$ cat src/rtl/seven_seg_pkg.sv
// Shared types and constants for the seven-segment counter tile.
// Segment patterns are gfedcba, active-high.
package seven_seg_pkg;

    typedef logic [3:0] bcd_t;

    localparam logic [6:0] SEG_LUT [0:9] = '{
        7'h3F, 7'h06, 7'h5B, 7'h4F, 7'h66,
        7'h6D, 7'h7D, 7'h07, 7'h7F, 7'h6F
    };
    localparam logic [6:0] SEG_BLANK = 7'h00;

    localparam int UI_RUN   = 0;
    localparam int UI_DIR   = 1;
    localparam int UI_CLR   = 2;
    localparam int UI_FAST  = 3;
    localparam int UIO_WRAP = 7;

endpackage

$ cat src/rtl/seg7_decode.sv
// Combinational BCD to gfedcba decoder; codes above 9 blank the digit.
module seg7_decode
    import seven_seg_pkg::*;
(
    input  bcd_t       bcd,
    output logic [6:0] seg
);

    always_comb begin
        seg = SEG_BLANK;
        if (bcd <= 4'd9) seg = SEG_LUT[bcd];
    end

endmodule

$ cat src/rtl/tt_um_seven_segment_counter_mux.sv
// Multi-digit BCD up/down counter with tick prescaler and time-multiplexed
// seven-segment drive for a TT tile.
module tt_um_seven_segment_counter_mux
    import seven_seg_pkg::*;
#(
    parameter int TICK_DIV     = 10_000_000,
    parameter int NUM_DIGITS   = 4,
    parameter int MUX_DIV      = 1000,
    parameter bit COMMON_ANODE = 1'b0
) (
    input  logic       clk,
    input  logic       rst_n,
    input  logic       ena,
    input  logic [7:0] ui_in,
    output logic [7:0] uo_out,
    input  logic [7:0] uio_in,
    output logic [7:0] uio_out,
    output logic [7:0] uio_oe
);

    localparam int PW = $clog2(TICK_DIV);
    localparam int MW = (MUX_DIV > 1) ? $clog2(MUX_DIV) : 1;
    localparam int IW = (NUM_DIGITS > 1) ? $clog2(NUM_DIGITS) : 1;

    localparam logic [PW-1:0]         P_SLOW_LAST = PW'(TICK_DIV - 1);
    localparam logic [PW-1:0]         P_FAST_LAST = PW'(TICK_DIV / 10 - 1);
    localparam logic [MW-1:0]         M_LAST      = MW'(MUX_DIV - 1);
    localparam logic [IW-1:0]         I_LAST      = IW'(NUM_DIGITS - 1);
    localparam logic [NUM_DIGITS-1:0] EN_ONE      = 1;
    localparam logic [NUM_DIGITS-1:0] EN_MASK     = {NUM_DIGITS{COMMON_ANODE}};
    localparam logic [7:0]            UO_MASK     = {8{COMMON_ANODE}};

    logic run, dir, clr, fast;
    assign run  = ui_in[UI_RUN];
    assign dir  = ui_in[UI_DIR];
    assign clr  = ui_in[UI_CLR];
    assign fast = ui_in[UI_FAST];

    logic unused_inputs;
    assign unused_inputs = &{1'b0, ena, uio_in, ui_in[7:4]};

    // Prescaler: ">=" rather than "==" so enabling fast mid-period ticks next cycle.
    logic [PW-1:0] presc;
    logic [PW-1:0] period_last;
    logic          tick;

    assign period_last = fast ? P_FAST_LAST : P_SLOW_LAST;
    assign tick        = run & ~clr & (presc >= period_last);

    always_ff @(posedge clk or negedge rst_n) begin
        if (!rst_n) begin
            presc <= '0;
        end else if (clr || tick) begin
            presc <= '0;
        end else if (run) begin
            presc <= presc + 1'b1;
        end
    end

    // BCD chain: carry[k] means digit k steps this cycle in the direction of dir.
    logic [NUM_DIGITS:0]     carry;
    logic [4*NUM_DIGITS-1:0] digits_flat;

    assign carry[0] = tick;

    for (genvar k = 0; k < NUM_DIGITS; k++) begin : g_digit
        bcd_t digit_q;
        bcd_t digit_nxt;
        logic at_limit;

        assign at_limit     = dir ? (digit_q == 4'd0) : (digit_q == 4'd9);
        assign carry[k+1]   = carry[k] & at_limit;
        assign digits_flat[4*k +: 4] = digit_q;

        always_comb begin
            digit_nxt = digit_q;
            if (carry[k]) begin
                if (at_limit)  digit_nxt = dir ? 4'd9 : 4'd0;
                else if (dir)  digit_nxt = digit_q - 4'd1;
                else           digit_nxt = digit_q + 4'd1;
            end
        end

        always_ff @(posedge clk or negedge rst_n) begin
            if (!rst_n)   digit_q <= '0;
            else if (clr) digit_q <= '0;
            else          digit_q <= digit_nxt;
        end
    end

    logic [MW-1:0] mux_t;
    logic [IW-1:0] idx;

    always_ff @(posedge clk or negedge rst_n) begin
        if (!rst_n) begin
            mux_t <= '0;
            idx   <= '0;
        end else if (mux_t == M_LAST) begin
            mux_t <= '0;
            idx   <= (idx == I_LAST) ? '0 : idx + 1'b1;
        end else begin
            mux_t <= mux_t + 1'b1;
        end
    end

    bcd_t       digit_sel;
    logic [6:0] seg_sel;

    assign digit_sel = digits_flat[4*int'(idx) +: 4];

    seg7_decode u_decode (
        .bcd (digit_sel),
        .seg (seg_sel)
    );

    // Output register holds the active-high form; polarity is a constant XOR after it.
    logic [6:0]            seg_q;
    logic                  dp_q;
    logic [NUM_DIGITS-1:0] en_q;
    logic                  wrap_q;

    always_ff @(posedge clk or negedge rst_n) begin
        if (!rst_n) begin
            seg_q  <= '0;
            dp_q   <= 1'b0;
            en_q   <= '0;
            wrap_q <= 1'b0;
        end else begin
            seg_q  <= seg_sel;
            dp_q   <= (idx == '0) & ~run;
            en_q   <= EN_ONE << idx;
            wrap_q <= carry[NUM_DIGITS];
        end
    end

    assign uo_out = {dp_q, seg_q} ^ UO_MASK;

    always_comb begin
        uio_out                   = '0;
        uio_out[NUM_DIGITS-1:0]   = en_q ^ EN_MASK;
        uio_out[UIO_WRAP]         = wrap_q;
    end

    always_comb begin
        uio_oe                    = '0;
        uio_oe[NUM_DIGITS-1:0]    = '1;
        uio_oe[UIO_WRAP]          = 1'b1;
    end

endmodule
$ cat config.mk
export PLATFORM = sky130hd
export DESIGN_NAME = tt_um_seven_segment_counter_mux
export DESIGN_NICKNAME = d
export VERILOG_FILES = /design/src/rtl/seven_seg_pkg.sv /design/src/rtl/seg7_decode.sv /design/src/rtl/tt_um_seven_segment_counter_mux.sv
export SDC_FILE = /design/constraint.sdc
export NUM_CORES = 1
export LEC_CHECK = 0
export CORE_MARGIN = 5
export CORE_UTILIZATION = 39
export DETAILED_ROUTE_END_ITERATION = 6
export SETUP_SLACK_MARGIN = 0.3
export SLEW_MARGIN = 10
export SYNTH_ARGS = -nofsm -noshare
export SYNTH_HDL_FRONTEND = slang
export SYNTH_SLANG_ARGS = --single-unit
export TNS_END_PERCENT = 50
$ cat constraint.sdc
create_clock -name clk -period 5.2 [get_ports clk]
set_input_delay 1.56 -clock clk [delete_from_list [all_inputs] [get_ports clk]]
set_output_delay 1.56 -clock clk [all_outputs]
set_load 0.01 [all_outputs]
==> flow_metrics.tcl <==
set metrics [dict create \
    hold_buffers 0 \
    groute.usage.overall_pct 13.8 \
    io_pins 43 \
    fillers 991 \
    fin_setup_tns_ns 0 \
    timing.fmax_ghz 0.234 \
    busiest_layer "met2" \
    grt_pass1_wl_um 14400 \
    status "complete, no violations" \
    skew_ns 0.0109 \
    endpoint_kind "flip-flop" \
    vdd_drop_max_v 0.000137 \
    layout.nets 501 \
    syn-cell-area_um2 4140 \
    period_share_pct 82.2 \
    grt_util_met1_pct 17.2 \
    synth.avg_cell_area_um2 9.68 \
    grtUsageMet2_pct 23.2 \
    final_cell_mix "65 x dfrtp_1, 55 x nor2_1, 30 x nand2_1" \
    clockBufferDepth 2 \
    synth_edf_count 0 \
    max_cap_viol_count 0 \
    die_h_um 113 \
    drive_above_1_share_pct 8.81 \
    ys.flop_type "dfrtp_1" \
    cts_resized 0 \
    timing.final.ws_setup_ns 0.924 \
    setup_violations 0 \
    synthDistinctLibCells 64 \
    worstSetupPathType "primary input to flip-flop" \
    yosysWarnings 0 \
    diodes 0 \
    wire_per_inst_um 14.1 \
    p_per_area_nw_per_um2 217 \
    synth-seq-cells 65 \
    clock-sinks 65 \
    grt_util_met3_pct 3.53 \
    crit_path_start_kind "primary input" \
    rsz0062_at_grt "false" \
    initial_core_util_pct 40.1 \
    final_area_um2 4580 \
    fin_crit_ns 4.28 \
    drc 0 \
    cts.clk_slew.worst_paths_ns 0.07 \
    vias_per_cell 5.18 \
    num_vias 3058 \
    dieArea_um2 12800 \
    cts_setup_buffers 0 \
    grt_max_degree 34 \
    cts_inserted_buffers 9 \
    finalWeightedCongestion 0.793 \
    p_leak_nw 1.91 \
    antenna_found_initial 0 \
    hold_viol 0 \
    core_area_um2 10300 \
    drtIter0Drc 180 \
    grt-ovfl-total 0 \
    dp_hpwl_um 6030 \
    final_common_cell "dfrtp_1" \
    final-max-slew-violation-count 0 \
    area_growth_pct 10.6 \
    cts_tree "done" \
    place_ws_ns 0.546 \
    path_max_fanout 20 \
    seq_area_frac_synth_pct 39.3 \
    insertion_delay_ns 0.34 \
    detail_route.first_pass.iterations 4 \
    cts_root_buf "clkbuf_8" \
    async_flop_share_pct 100 \
    htreeDepth 3 \
    holdCritPathClass "flip-flop to flip-flop" \
    wirelength_um 8340 \
    hold_ws_ns 0.484 \
    cp_data_arrival_time_ns 4.53 \
    placed_cell_area_um2 4390 \
    rows 37 \
    tightestPinTransition_ns 1.02 \
    cp.required_ns 5.45 \
    netlist_instances 428 \
    max_slew_margin_pct 31.2 \
    die_w_um 113 \
    grt_pass1_vias 3049 \
    port_buffers 18 \
    drtAntennaViolNets 0 \
]
## cells by family after synthesis
family / share of synthesized area (%)
AO/OA/AOI/OAI: 14.4
other: 0.181
flip-flops: 39.3
AND/OR/NAND/NOR: 19.1
multiplexers: 3.14
buffers and inverters: 6.19
XOR/XNOR: 6.98
adder cells (fa/ha/maj): 10.7
## report_power, final
part,switching [W],leakage [nW],internal (W)
Clock,0.000192,0.0974,0.000234
Sequential,0.00000178,0.854,0.000507
Combinational,0.0000408,0.960,0.0000176
## metrics by stage
stage	utilization [%]	power, W	cells
after floorplan	-	0.000559	437
after global placement	42.5	0.000576	574
after detailed placement	42.5	0.000578	574
after CTS	44.4	0.00101	590
after global routing	44.4	0.00104	590
final	44.4	0.000993	590
## state kept, by name (all words and copies together) (netlist names)
name             flops
dp_q                 1
en_q                 4
g_digit.digit_q     16
idx                  2
mux_t               10
presc               24
seg_q                7
wrap_q               1
## synth_stat cells, types with 6 or more instances
cell | instances | area [um2]
nor3_1 | 6 | 30.0
xor2_1 | 15 | 131
nand4_1 | 9 | 56.3
o21ai_0 | 19 | 95.1
a21o_1 | 7 | 52.6
inv_1 | 26 | 97.6
a21oi_1 | 21 | 105
nand2_1 | 30 | 113
ha_1 | 29 | 363
xnor2_1 | 18 | 158
dfrtp_1 | 65 | 1630
nor2_1 | 55 | 206
nand3_1 | 19 | 95.1
buf_4 | 14 | 105
## metal layers
| layer | part of all wire [%] | wire [um] |
|---|---|---|
| met2 | 49 | 4110 |
| met3 | 2.8 | 231 |
| met4 | 1.5 | 123 |
| met1 | 46 | 3870 |
| met5 | 0 | 0 |
## final timing paths
path / from / to / slack, ns / cells past startpoint
max in group asynchronous: rst_n / seg_q[1]$_DFF_PN0_ / 3.00 / 2
min in group asynchronous: rst_n / presc[3]$_DFFE_PN0P_ / 1.29 / 1
worst max register to register: presc[20]$_DFFE_PN0P_ / presc[8]$_DFFE_PN0P_ / 2.53 / 7
worst max-delay path: ui_in[3] / presc[8]$_DFFE_PN0P_ / 0.92 / 9
worst min register to register: mux_t[0]$_DFF_PN0_ / mux_t[0]$_DFF_PN0_ / 0.48 / 1
worst min-delay path: mux_t[0]$_DFF_PN0_ / mux_t[0]$_DFF_PN0_ / 0.48 / 1
## final cells by class
| cell class | instances | area, um2 | share of cell area (%) |
|---|---|---|---|
| Timing Repair Buffer | 22 | 205 | 4.48 |
| Sequential cell | 65 | 1630 | 35.5 |
| Clock buffer | 13 | 149 | 3.25 |
| Clock inverter | 3 | 40.0 | 0.874 |
| Inverter | 26 | 97.6 | 2.13 |
| Multi-Input combinational cell | 325 | 2290 | 50.0 |
| Tap cell | 136 | 170 | 3.71 |
## worst max-delay path: stages
cell and delay (ns):
clkdlybuf4s50_1 0.65, inv_1 0.16, ha_1 0.33, and4b_1 0.22
a2bb2oi_1 0.13, o21ai_1 0.45, a21o_2 0.29, nand2b_1 0.46
a21oi_1 0.27
No activity file was read; power rests on OpenSTA's default activity.
